--- config.mk ---
export PLATFORM = sky130hd
export DESIGN_NAME = sb_drain_unit
export DESIGN_NICKNAME = d
export VERILOG_FILES = /design/src/rtl/sb_drain_unit_pkg.sv /design/src/rtl/sb_byte_merge.sv /design/src/rtl/sb_drain_unit.sv
export SDC_FILE = /design/constraint.sdc
export NUM_CORES = 1
export LEC_CHECK = 0
export ABC_AREA = 0
export BUFFER_PORTS_ARGS = -buffer_cell sky130_fd_sc_hd__buf_2
export CAP_MARGIN = 20
export CORE_UTILIZATION = 40
export CTS_CLUSTER_SIZE = 16
export DETAILED_ROUTE_END_ITERATION = 10
export PLACE_DENSITY = 0.77
export SETUP_SLACK_MARGIN = 0.3
export SYNTH_ARGS = -nofsm -noshare
export SYNTH_HDL_FRONTEND = slang
export SYNTH_SLANG_ARGS = --single-unit
export TNS_END_PERCENT = 100
--- constraint.sdc ---
create_clock -name clk -period 2.94 [get_ports clk]
set_input_delay 0.294 -clock clk [delete_from_list [all_inputs] [get_ports clk]]
set_output_delay 0.294 -clock clk [all_outputs]
set_load 0.05 [all_outputs]
--- src/rtl/sb_drain_unit_pkg.sv ---
// sb_drain_unit_pkg: shared types for the store-buffer drain unit.
//   drain_state_e : drain FSM states (idle / request / waiting for response)
//   sb_entry_t    : committed store-buffer entry as it leaves the SB FIFO
package sb_drain_unit_pkg;
  localparam int SB_ADDR_WIDTH = 32;
  localparam int SB_DATA_WIDTH = 32;
  localparam int SB_STRB_WIDTH = SB_DATA_WIDTH / 8;
  typedef enum logic [1:0] {
    DRAIN_IDLE,
    DRAIN_REQ,
    DRAIN_RESP
  } drain_state_e;
  typedef struct packed {
    logic [SB_ADDR_WIDTH-1:0] target_addr;
    logic [SB_DATA_WIDTH-1:0] write_data;
    logic [SB_STRB_WIDTH-1:0] wstrb;
    logic                     valid;
    logic                     commit;
  } sb_entry_t;
endpackage

--- src/rtl/sb_byte_merge.sv ---
// sb_byte_merge: combinational byte-enable merge of a new store into a held store.
//   old_data/old_strb : held store
//   new_data/new_strb : incoming store to the same word
//   data/strb         : merged store (new bytes win, enables OR-ed)
// Only built when SB_DRAIN_MERGE_EN is defined, since only then is it instantiated.
`ifdef SB_DRAIN_MERGE_EN
module sb_byte_merge
  import sb_drain_unit_pkg::*;
#(
  parameter int DATA_WIDTH = 32
) (
  input  logic [DATA_WIDTH-1:0]   old_data,
  input  logic [DATA_WIDTH/8-1:0] old_strb,
  input  logic [DATA_WIDTH-1:0]   new_data,
  input  logic [DATA_WIDTH/8-1:0] new_strb,
  output logic [DATA_WIDTH-1:0]   data,
  output logic [DATA_WIDTH/8-1:0] strb
);
  for (genvar b = 0; b < DATA_WIDTH / 8; b++) begin : g_byte
    assign data[8*b +: 8] = new_strb[b] ? new_data[8*b +: 8] : old_data[8*b +: 8];
  end
  assign strb = old_strb | new_strb;
endmodule
`endif

--- src/rtl/sb_drain_unit.sv ---
// sb_drain_unit: drains committed store-buffer entries into the data-memory write port.
// Ports:
//   clk, rst_n                           clock, synchronous active-low reset
//   sb_entry_valid/ready/addr/data/strb  receiver handshake from the SB FIFO
//   wr_req_valid_o/ready_i               write request handshake
//   wr_addr_o/data_o/strb_o              write payload (address word-aligned)
//   wr_resp_valid_i/err_i                write completion
//   busy_o                               work held or in flight
//   err_o                                sticky errored completion
//   store_cnt_o                          completed writes, wrapping
// Optional feature: define SB_DRAIN_MERGE_EN to merge same-word stores into the hold stage.
module sb_drain_unit
  import sb_drain_unit_pkg::*;
#(
  parameter int ADDR_WIDTH = 32,
  parameter int DATA_WIDTH = 32,
  parameter int CNT_WIDTH  = 32
) (
  input  logic                    clk,
  input  logic                    rst_n,
  input  logic                    sb_entry_valid,
  output logic                    sb_entry_ready,
  input  logic [ADDR_WIDTH-1:0]   sb_entry_addr,
  input  logic [DATA_WIDTH-1:0]   sb_entry_data,
  input  logic [DATA_WIDTH/8-1:0] sb_entry_strb,
  output logic                    wr_req_valid_o,
  input  logic                    wr_req_ready_i,
  output logic [ADDR_WIDTH-1:0]   wr_addr_o,
  output logic [DATA_WIDTH-1:0]   wr_data_o,
  output logic [DATA_WIDTH/8-1:0] wr_strb_o,
  input  logic                    wr_resp_valid_i,
  input  logic                    wr_resp_err_i,
  output logic                    busy_o,
  output logic                    err_o,
  output logic [CNT_WIDTH-1:0]    store_cnt_o
);
  localparam int STRB_WIDTH = DATA_WIDTH / 8;
  drain_state_e            state;
  logic                    hold_v;
  logic [ADDR_WIDTH-1:0]   hold_addr;
  logic [DATA_WIDTH-1:0]   hold_data;
  logic [STRB_WIDTH-1:0]   hold_strb;
  logic                    req_fire;
  logic                    accept;
  logic                    match;
  logic [DATA_WIDTH-1:0]   merge_data;
  logic [STRB_WIDTH-1:0]   merge_strb;
`ifdef SB_DRAIN_MERGE_EN
  // Never merge while the hold drives a pending request: its payload must stay stable.
  assign match = hold_v && state != DRAIN_REQ &&
                 sb_entry_addr[ADDR_WIDTH-1:2] == hold_addr[ADDR_WIDTH-1:2];
  sb_byte_merge #(.DATA_WIDTH(DATA_WIDTH)) u_merge (
    .old_data(hold_data),
    .old_strb(hold_strb),
    .new_data(sb_entry_data),
    .new_strb(sb_entry_strb),
    .data    (merge_data),
    .strb    (merge_strb)
  );
`else
  assign match      = 1'b0;
  assign merge_data = '0;
  assign merge_strb = '0;
`endif
  assign req_fire       = state == DRAIN_REQ && wr_req_ready_i;
  // The hold frees up on the request handshake, so a new entry may be taken that same cycle.
  assign sb_entry_ready = !hold_v || req_fire || match;
  assign accept         = sb_entry_valid && sb_entry_ready;
  assign wr_req_valid_o = state == DRAIN_REQ;
  assign wr_addr_o      = hold_addr & ~ADDR_WIDTH'(3);
  assign wr_data_o      = hold_data;
  assign wr_strb_o      = hold_strb;
  assign busy_o         = hold_v || state != DRAIN_IDLE;
  always_ff @(posedge clk) begin
    if (!rst_n) begin
      state       <= DRAIN_IDLE;
      hold_v      <= 1'b0;
      hold_addr   <= '0;
      hold_data   <= '0;
      hold_strb   <= '0;
      err_o       <= 1'b0;
      store_cnt_o <= '0;
    end else begin
      if (accept) begin
        hold_v    <= 1'b1;
        hold_addr <= match ? hold_addr : sb_entry_addr;
        hold_data <= match ? merge_data : sb_entry_data;
        hold_strb <= match ? merge_strb : sb_entry_strb;
      end else if (req_fire) begin
        hold_v <= 1'b0;
      end
      case (state)
        DRAIN_IDLE: state <= hold_v ? DRAIN_REQ : DRAIN_IDLE;
        DRAIN_REQ:  state <= wr_req_ready_i ? DRAIN_RESP : DRAIN_REQ;
        DRAIN_RESP: begin
          // Look at the hold as it will be next cycle so a same-cycle refill issues without a bubble.
          if (wr_resp_valid_i) begin
            state       <= (hold_v || accept) ? DRAIN_REQ : DRAIN_IDLE;
            store_cnt_o <= store_cnt_o + CNT_WIDTH'(1);
            err_o       <= err_o | wr_resp_err_i;
          end
        end
        default: state <= DRAIN_IDLE;
      endcase
    end
  end
endmodule

==> summary.md, run 1 <==
| Metric | Value |
|---|---|
| Status | complete, no violations |
| Clock slew seen by the registers of the worst setup and hold paths | 0.10 ns |
| Syn_area_per_cell | 9.61 sq um |
| Most frequent cells in the layout | buf_2, dfxtp_1, nor2_1 |
| Inserted Diodes | 0 |
| DIE WIDTH | 103 um |
| GRT Residual Overflow | 0 |
| Slew HR | 63.1% |
| Placer Congestion | 0.764 |
| Cell Chain, Critical Path | ha_1 -> nand3_1 -> or4_4 -> or4_1 -> a21oi_1 |
| Clk_skew | 0.0138 ns |
| Cell count after synthesis | 421 |
| Global-route usage over all layers | 18.0% |
| Most common cell after layout, fill and taps aside | buf_2 |
| Achievable frequency | 455 MHz |
| Initial antenna violation count | 0 |
| Worst flop-to-flop path startpoint | store_cnt_o[0] |
| Yosys cell types | 34 |
| Final core utilization | 53.1% |
| Highest metal layer with signal wires | met4 |
| Num ports | 178 |
| HP Class | in -> reg |
| TritonCTS clock tree | done |
| Pleak | 2.40 nW |
| Worst Hold Depth | 3 |
| First-pass GRT wire length | 15000 um |
| Initial Util | 41.4% |
| Via density | 4.99 |
| Clock Latency Late Sink | 0.36 ns |
| CP Capture Type | flip-flop |
| Fin. Hold Viols | 0 |
| Multi-input gate area | 1870 sq um |
| VDD IR-drop max | 0.310 mV |
| Synth warnings | 0 |
| CTS Root Cell | clkbuf_8 |
| WHS Endpoint | err_o |
| DRT antenna net count | 0 |
| Routed length on met2 | 4800 um |
| Post-CTS Resized | 0 |
| Layout cells sized above 1 | 33.7% |
| Period utilization | 74.8% |
| Worst path max stage delay | 0.67 ns |
| Final setup fails | 0 |
| Total Nets Final | 655 |
| Clock Sink Count | 102 |
| Wire length per cell | 13.4 um |
| Initial detailed-routing violation count | 84 |
| Crit path max-delay cell type | or4_4 |
| Reg2Reg Setup Slack | 0.74 ns |
| Largest net degree at the start of global routing | 67 |
| Fillcell total | 916 |
| Post-DP HPWL | 7040 um |
| Number of global-route vias before repair | 3269 |
| Hold_sp | wr_resp_err_i |
| Setup CP Type | reg -> reg |
| Max FO, Critical Path | 20 |
| Core area | 9770 sq um |
| Site Rows | 36 |
| CP arrival | 2.48 ns |
| Worst Tran Pin Value | 0.552 ns |
| Worst Path Buf+Inv | 0 |
| Mapped cell area | 4050 sq um |
| Metal3 WL | 608 um |
| Met1 WL | 4120 um |
| IO buf count | 173 |
| Drt total wl | 9650 um |
| TNS Setup | 0 ns |
| Seq cells post-synth | 102 |
| Worst R2R End | store_cnt_o[22] |
| # Max-Cap Violations | 0 |
| Worst r2r path cells | 5 |
| Clock Tree Buf Depth | 2 |
| Post-CTS Setup Bufs | 0 |
| Pwr per Cell Area | 542 nW/um^2 |
| Cts bufs inserted | 9 |
| Htree depth | 3 |
| CTS Hold Bufs | 0 |
| Seq/Total Area, Yosys | 50.5% |
| Drc violations | 0 |
| Min cycle time layout | 2.20 ns |
| CP delay by family, top | simple AND/OR/NAND/NOR gates |
| Drt pass-1 iters | 4 |
| Syn-to-layout area delta | 28.2% |
| Die area | 10500 sq um |
| Crit path launch | store_cnt_o[0] |
| Fin. max-slew vios | 0 |
| Worst EP required | 3.22 ns |
| Die H | 103 um |
| RSZ-0062 raised after global routing | false |
| Worst Setup Start Kind | flip-flop |
| Seq. cell area | 2040 sq um |
| Total number of vias | 3580 |
area by class of cell:
class / count / area share [%]
clock buffer: 11 / 2.73
clock inverter: 5 / 0.796
inverter: 6 / 0.434
multi-input combinational: 286 / 36.0
sequential: 102 / 39.4
tap: 133 / 3.21
timing repair buffer: 175 / 17.5
through the flow:
step | cell area (sq um) | cells | setup WS [ns] | hold WS (ns) | power (mW)
after detailed placement | 5000 | 702 | 0.772 | 0.460 | 2.02
after global routing | 5190 | 718 | 0.566 | 0.151 | 2.94
final | 5190 | 718 | 0.742 | 0.160 | 2.81
after CTS | 5190 | 718 | 0.740 | 0.148 | 2.85
after global placement | 5000 | 702 | 0.828 | 0.449 | 2.01
after floorplan | 4050 | 422 | 0.517 | 0.411 | 1.88
kinds of logic (layout without fill, tap and decap cells):
kind of cell	after synthesis	in the layout	share of synthesized area, %
fa+ha+maj	1	1	0.309
mux	72	72	17.8
buf+inv	34	197	3.74
xor+xnor	8	8	1.73
simple gates	161	161	19.7
other cells	1	2	0.0927
flops	102	102	50.5
compound gates	42	42	6.12
worst max-delay path by stage:
| stage | to | slack [ns] | cells past startpoint |
|---|---|---|---|
| 6_report | store_cnt_o[22] | 0.74 | 5 |
| 4_1_cts | store_cnt_o[20] | 0.74 | 5 |
| 2_1_floorplan | store_cnt_o[22] | 0.52 | 6 |
| 5_1_grt | store_cnt_o[22] | 0.57 | 5 |
| 3_5_place_dp | store_cnt_o[22] | 0.77 | 5 |
| 3_3_place_gp | store_cnt_o[22] | 0.83 | 5 |
power by group:
group | switching [mW] | internal, mW
sequential | 0.0337 | 1.44
clock | 0.485 | 0.340
combinational | 0.357 | 0.155
total | 0.876 | 1.94
synthesized netlist by cell type:
library cell / count / area (sq um)
or2_2: 3 / 18.8
dfxtp_1: 102 / 2040
nor2_1: 76 / 285
or4_1: 12 / 90.1
nand2_1: 18 / 67.6
and3b_1: 1 / 8.76
nor3_1: 3 / 15.0
buf_6: 1 / 11.3
xnor2_1: 3 / 26.3
a21boi_1: 1 / 7.51
and2b_1: 1 / 7.51
o21ai_0: 6 / 30.0
nand3b_1: 1 / 7.51
inv_1: 6 / 22.5
nand4_1: 5 / 31.3
mux2i_1: 72 / 721
buf_2: 7 / 35.0
ha_1: 1 / 12.5
and3_1: 2 / 12.5
nand3_1: 14 / 70.1
a21oi_1: 21 / 105
nor4_1: 6 / 37.5
conb_1: 1 / 3.75
nor2b_1: 1 / 6.26
o21a_1: 3 / 22.5
or3_1: 7 / 43.8
o31ai_1: 11 / 82.6
nand3b_4: 1 / 20.0
or4_4: 1 / 11.3
nand2b_1: 6 / 37.5
and4_1: 3 / 26.3
clkbuf_1: 18 / 67.6
buf_4: 2 / 15.0
xor2_1: 5 / 43.8
tightest hold or removal path: cells and delay by family:
kind,cells,cell delay (ns)
AO/OA/AOI/OAI,1,0.05
buffers and inverters,1,0.07
AND/OR/NAND/NOR,1,0.07
state kept, by name (all words and copies together) (netlist names):
name and cells:
hold_v 1, wr_data_o 32, state 2, wr_strb_o 4, store_cnt_o 32, hold_addr 30
err_o 1
routing by layer:
metal,global-route usage (%),up-vias
met5,0,-
met4,5.71,0
met3,4.88,10
met2,30.7,107
met1,21.9,1681
li1,-,1782
Power figures use the tool's default switching activity.
==> run 2: changes to the inputs <==
ABC_AREA = 1   (was 0)
clock period = 2.16 ns   (was 2.94 ns; I/O delays follow)
==> run 2 against run 1 <==
Routed wire length increased by 9.4%. Global-route usage increased by 1.7 points. Power increased by 45%. Synthesized cell count increased by 38%. Final area increased by 2.5%. Critical path type unchanged. Highest routed layer unchanged.
==> summary.md, run 2 <==
| Metric | Value |
|---|---|
| Most frequent cell after synthesis | nor2_1 |
| CTS Root Cell | clkbuf_8 |
| Synth Area in Compound Gates | 11.5% |
| Most common cell after layout, fill and taps aside | nor2_1 |
| Worst path max stage delay | 0.40 ns |
| Max FO, Critical Path | 5 |
| Post-CTS Resized | 0 |
| Initial detailed-routing violation count | 259 |
| Min cycle time layout | 1.63 ns |
| Drc violations | 0 |
| DIE WIDTH | 104 um |
| Placer Congestion | 0.828 |
| Fraction of the mapped netlist area in simple logic gates | 30.9% |
| XOR/XNOR Fraction of Synth Area | 0.627% |
| Met1 WL | 4800 um |
| IO buf count | 173 |
| Drt pass-1 iters | 4 |
| Seq/Total Area, Yosys | 48.7% |
| Post-CTS Setup Bufs | 0 |
| Syn-to-layout area delta | 26.9% |
| Final hold slack | 0.0814 ns |
| Wire length per cell | 11.9 um |
| Adder-cell share of the synthesized area | 0.299% |
| Final setup fails | 0 |
| Die H | 104 um |
| Total Nets Final | 821 |
| Fillcell total | 1020 |
| Largest net degree at the start of global routing | 67 |
| Post-synth EDFFs | 0 |
| VDD IR-drop max | 0.337 mV |
| Pwr per Cell Area | 769 nW/um^2 |
| Synth top area share | 48.7% |
| Fin. max-slew vios | 0 |
| Inserted Diodes | 0 |
| CP arrival | 1.94 ns |
| Largest cells by area after synthesis | dfxtp_1, nor2_1, o21ai_0 |
| GRT Residual Overflow | 0 |
| Mux cell area share after synthesis | 0% |
| Top cell type by total area after synthesis | dfxtp_1 |
| Global-route usage over all layers | 19.7% |
| Pre-CTS setup slack | 0.567 ns |
| Synth async-reset ratio | 0% |
| CTS Hold Bufs | 0 |
| Post-DP HPWL | 7670 um |
| Cell count after synthesis | 582 |
| Largest family of logic cells by synthesized area | simple AND/OR/NAND/NOR gates |
| Seq cells post-synth | 102 |
| Crit path max-delay cell type | dfxtp_1 |
| Worst EP required | 2.47 ns |
| Worst Setup Start Kind | flip-flop |
| Die area | 10900 sq um |
| RSZ-0062 raised after global routing | false |
| Setup CP Type | reg -> reg |
| Achievable frequency | 613 MHz |
| Highest metal layer with signal wires | met4 |
| First-pass GRT wire length | 17400 um |
| # Max-Cap Violations | 0 |
| Routed length on met2 | 4940 um |
| Number of global-route vias before repair | 3716 |
| Clock Sink Count | 102 |
| Num ports | 178 |
| Syn_area_per_cell | 7.20 sq um |
| Clock Tree Buf Depth | 2 |
| Period utilization | 75.5% |
| Initial Util | 42.1% |
| Most used DFF post-synth | dfxtp_1 |
| Mapped cell area | 4190 sq um |
| Clk_skew | 0.0114 ns |
| Synth warnings | 0 |
| Fin. Hold Viols | 0 |
| Yosys cell types | 30 |
| Layout cells sized above 1 | 28.0% |
| TritonCTS clock tree | done |
| Clock Latency Late Sink | 0.36 ns |
| Final worst-path setup slack | 0.528 ns |
| Cell Chain, Critical Path | ha_1 -> nand3_1 -> nor2_1 -> nand3_1 -> nor2_4 -> nand2_1 -> nand2_1 -> nand2_1 -> nor2_1 |
| Total number of vias | 4162 |
| Site Rows | 36 |
| Initial antenna violation count | 0 |
| Worst path most repeated cell | nand2_1 |
| Status | complete, no violations |
| Clock slew seen by the registers of the worst setup and hold paths | 0.10 ns |
| Metal3 WL | 658 um |
| Synth top cells by count | nor2_1, dfxtp_1, nand2_1, o21ai_0, inv_1 |
| Htree depth | 3 |
| Pleak | 2.56 nW |
| Cts bufs inserted | 9 |
| HP Class | in -> reg |
| Via density | 4.71 |
| DRT antenna net count | 0 |
| CP Capture Type | flip-flop |
| Most frequent cells in the layout | nor2_1, buf_2, dfxtp_1 |
| TNS Setup | 0 ns |
| Core area | 9950 sq um |
| Drt total wl | 10600 um |
==> run 2: cell count changes after synthesis, sizes merged, moves of 13 or more <==
cell	previous run	this run
or4	13	0
nand2	18	80
nor2	76	196
mux2i	72	0
o21ai	6	76
inv	6	39
==> run 2: stage by stage <==
stage / utilization (%) / total power, mW / instances / instance area (sq um)
after floorplan: - / 2.77 / 583 / 4200
after global placement: 51.5 / 2.97 / 868 / 5120
after detailed placement: 51.5 / 2.98 / 868 / 5120
after CTS: 53.4 / 4.14 / 884 / 5320
after global routing: 53.4 / 4.29 / 884 / 5320
final: 53.4 / 4.09 / 884 / 5320
==> run 2: kinds of logic (layout without fill, tap and decap cells) <==
logic type                 count (synthesis)  count (layout)
AOI/OAI and AO/OA                         95              95
xor gates and xnor gates                   3               3
buffers and inverters                     68             236
DFF                                      102             102
other                                      1               2
adders and majority gates                  1               1
and+or+nand+nor                          312             312
==> run 2: area by class of cell <==
cell class / instances / area, sq um / area share (%)
repair buffers: 178 / 928 / 17.5
well taps: 133 / 166 / 3.13
clock buffers: 10 / 138 / 2.59
clock inverters: 6 / 52.6 / 0.989
inverters: 42 / 159 / 2.99
multi-input cells: 413 / 1830 / 34.4
flip-flops and latches: 102 / 2040 / 38.4
==> run 2: worst paths after layout <==
kind	depth (start not counted)	from	end	slack, ns
worst min-delay path	3	sb_entry_addr[11]	hold_addr[11]	0.08
worst max register to register	9	store_cnt_o[0]	store_cnt_o[30]	0.53
worst max-delay path	9	store_cnt_o[0]	store_cnt_o[30]	0.53
worst min register to register	2	err_o	err_o	0.45
==> run 2: worst max-delay path, delay by kind of cell, from the launching register on <==
family	cells	cell delay, ns
DFF	1	0.40
and+or+nand+nor	8	0.99
adders and majority gates	1	0.19
==> run 2: where the power goes <==
part | internal, mW | switching [mW]
sequential | 1.99 | 0.0517
combinational | 0.221 | 0.667
clock | 0.470 | 0.682
==> run 2: layer usage <==
metal / up-vias / track usage, %
met5: - / 0
met4: 0 / 5.92
met3: 14 / 5.26
met2: 137 / 33.1
met1: 1840 / 24.5
li1: 2171 / -
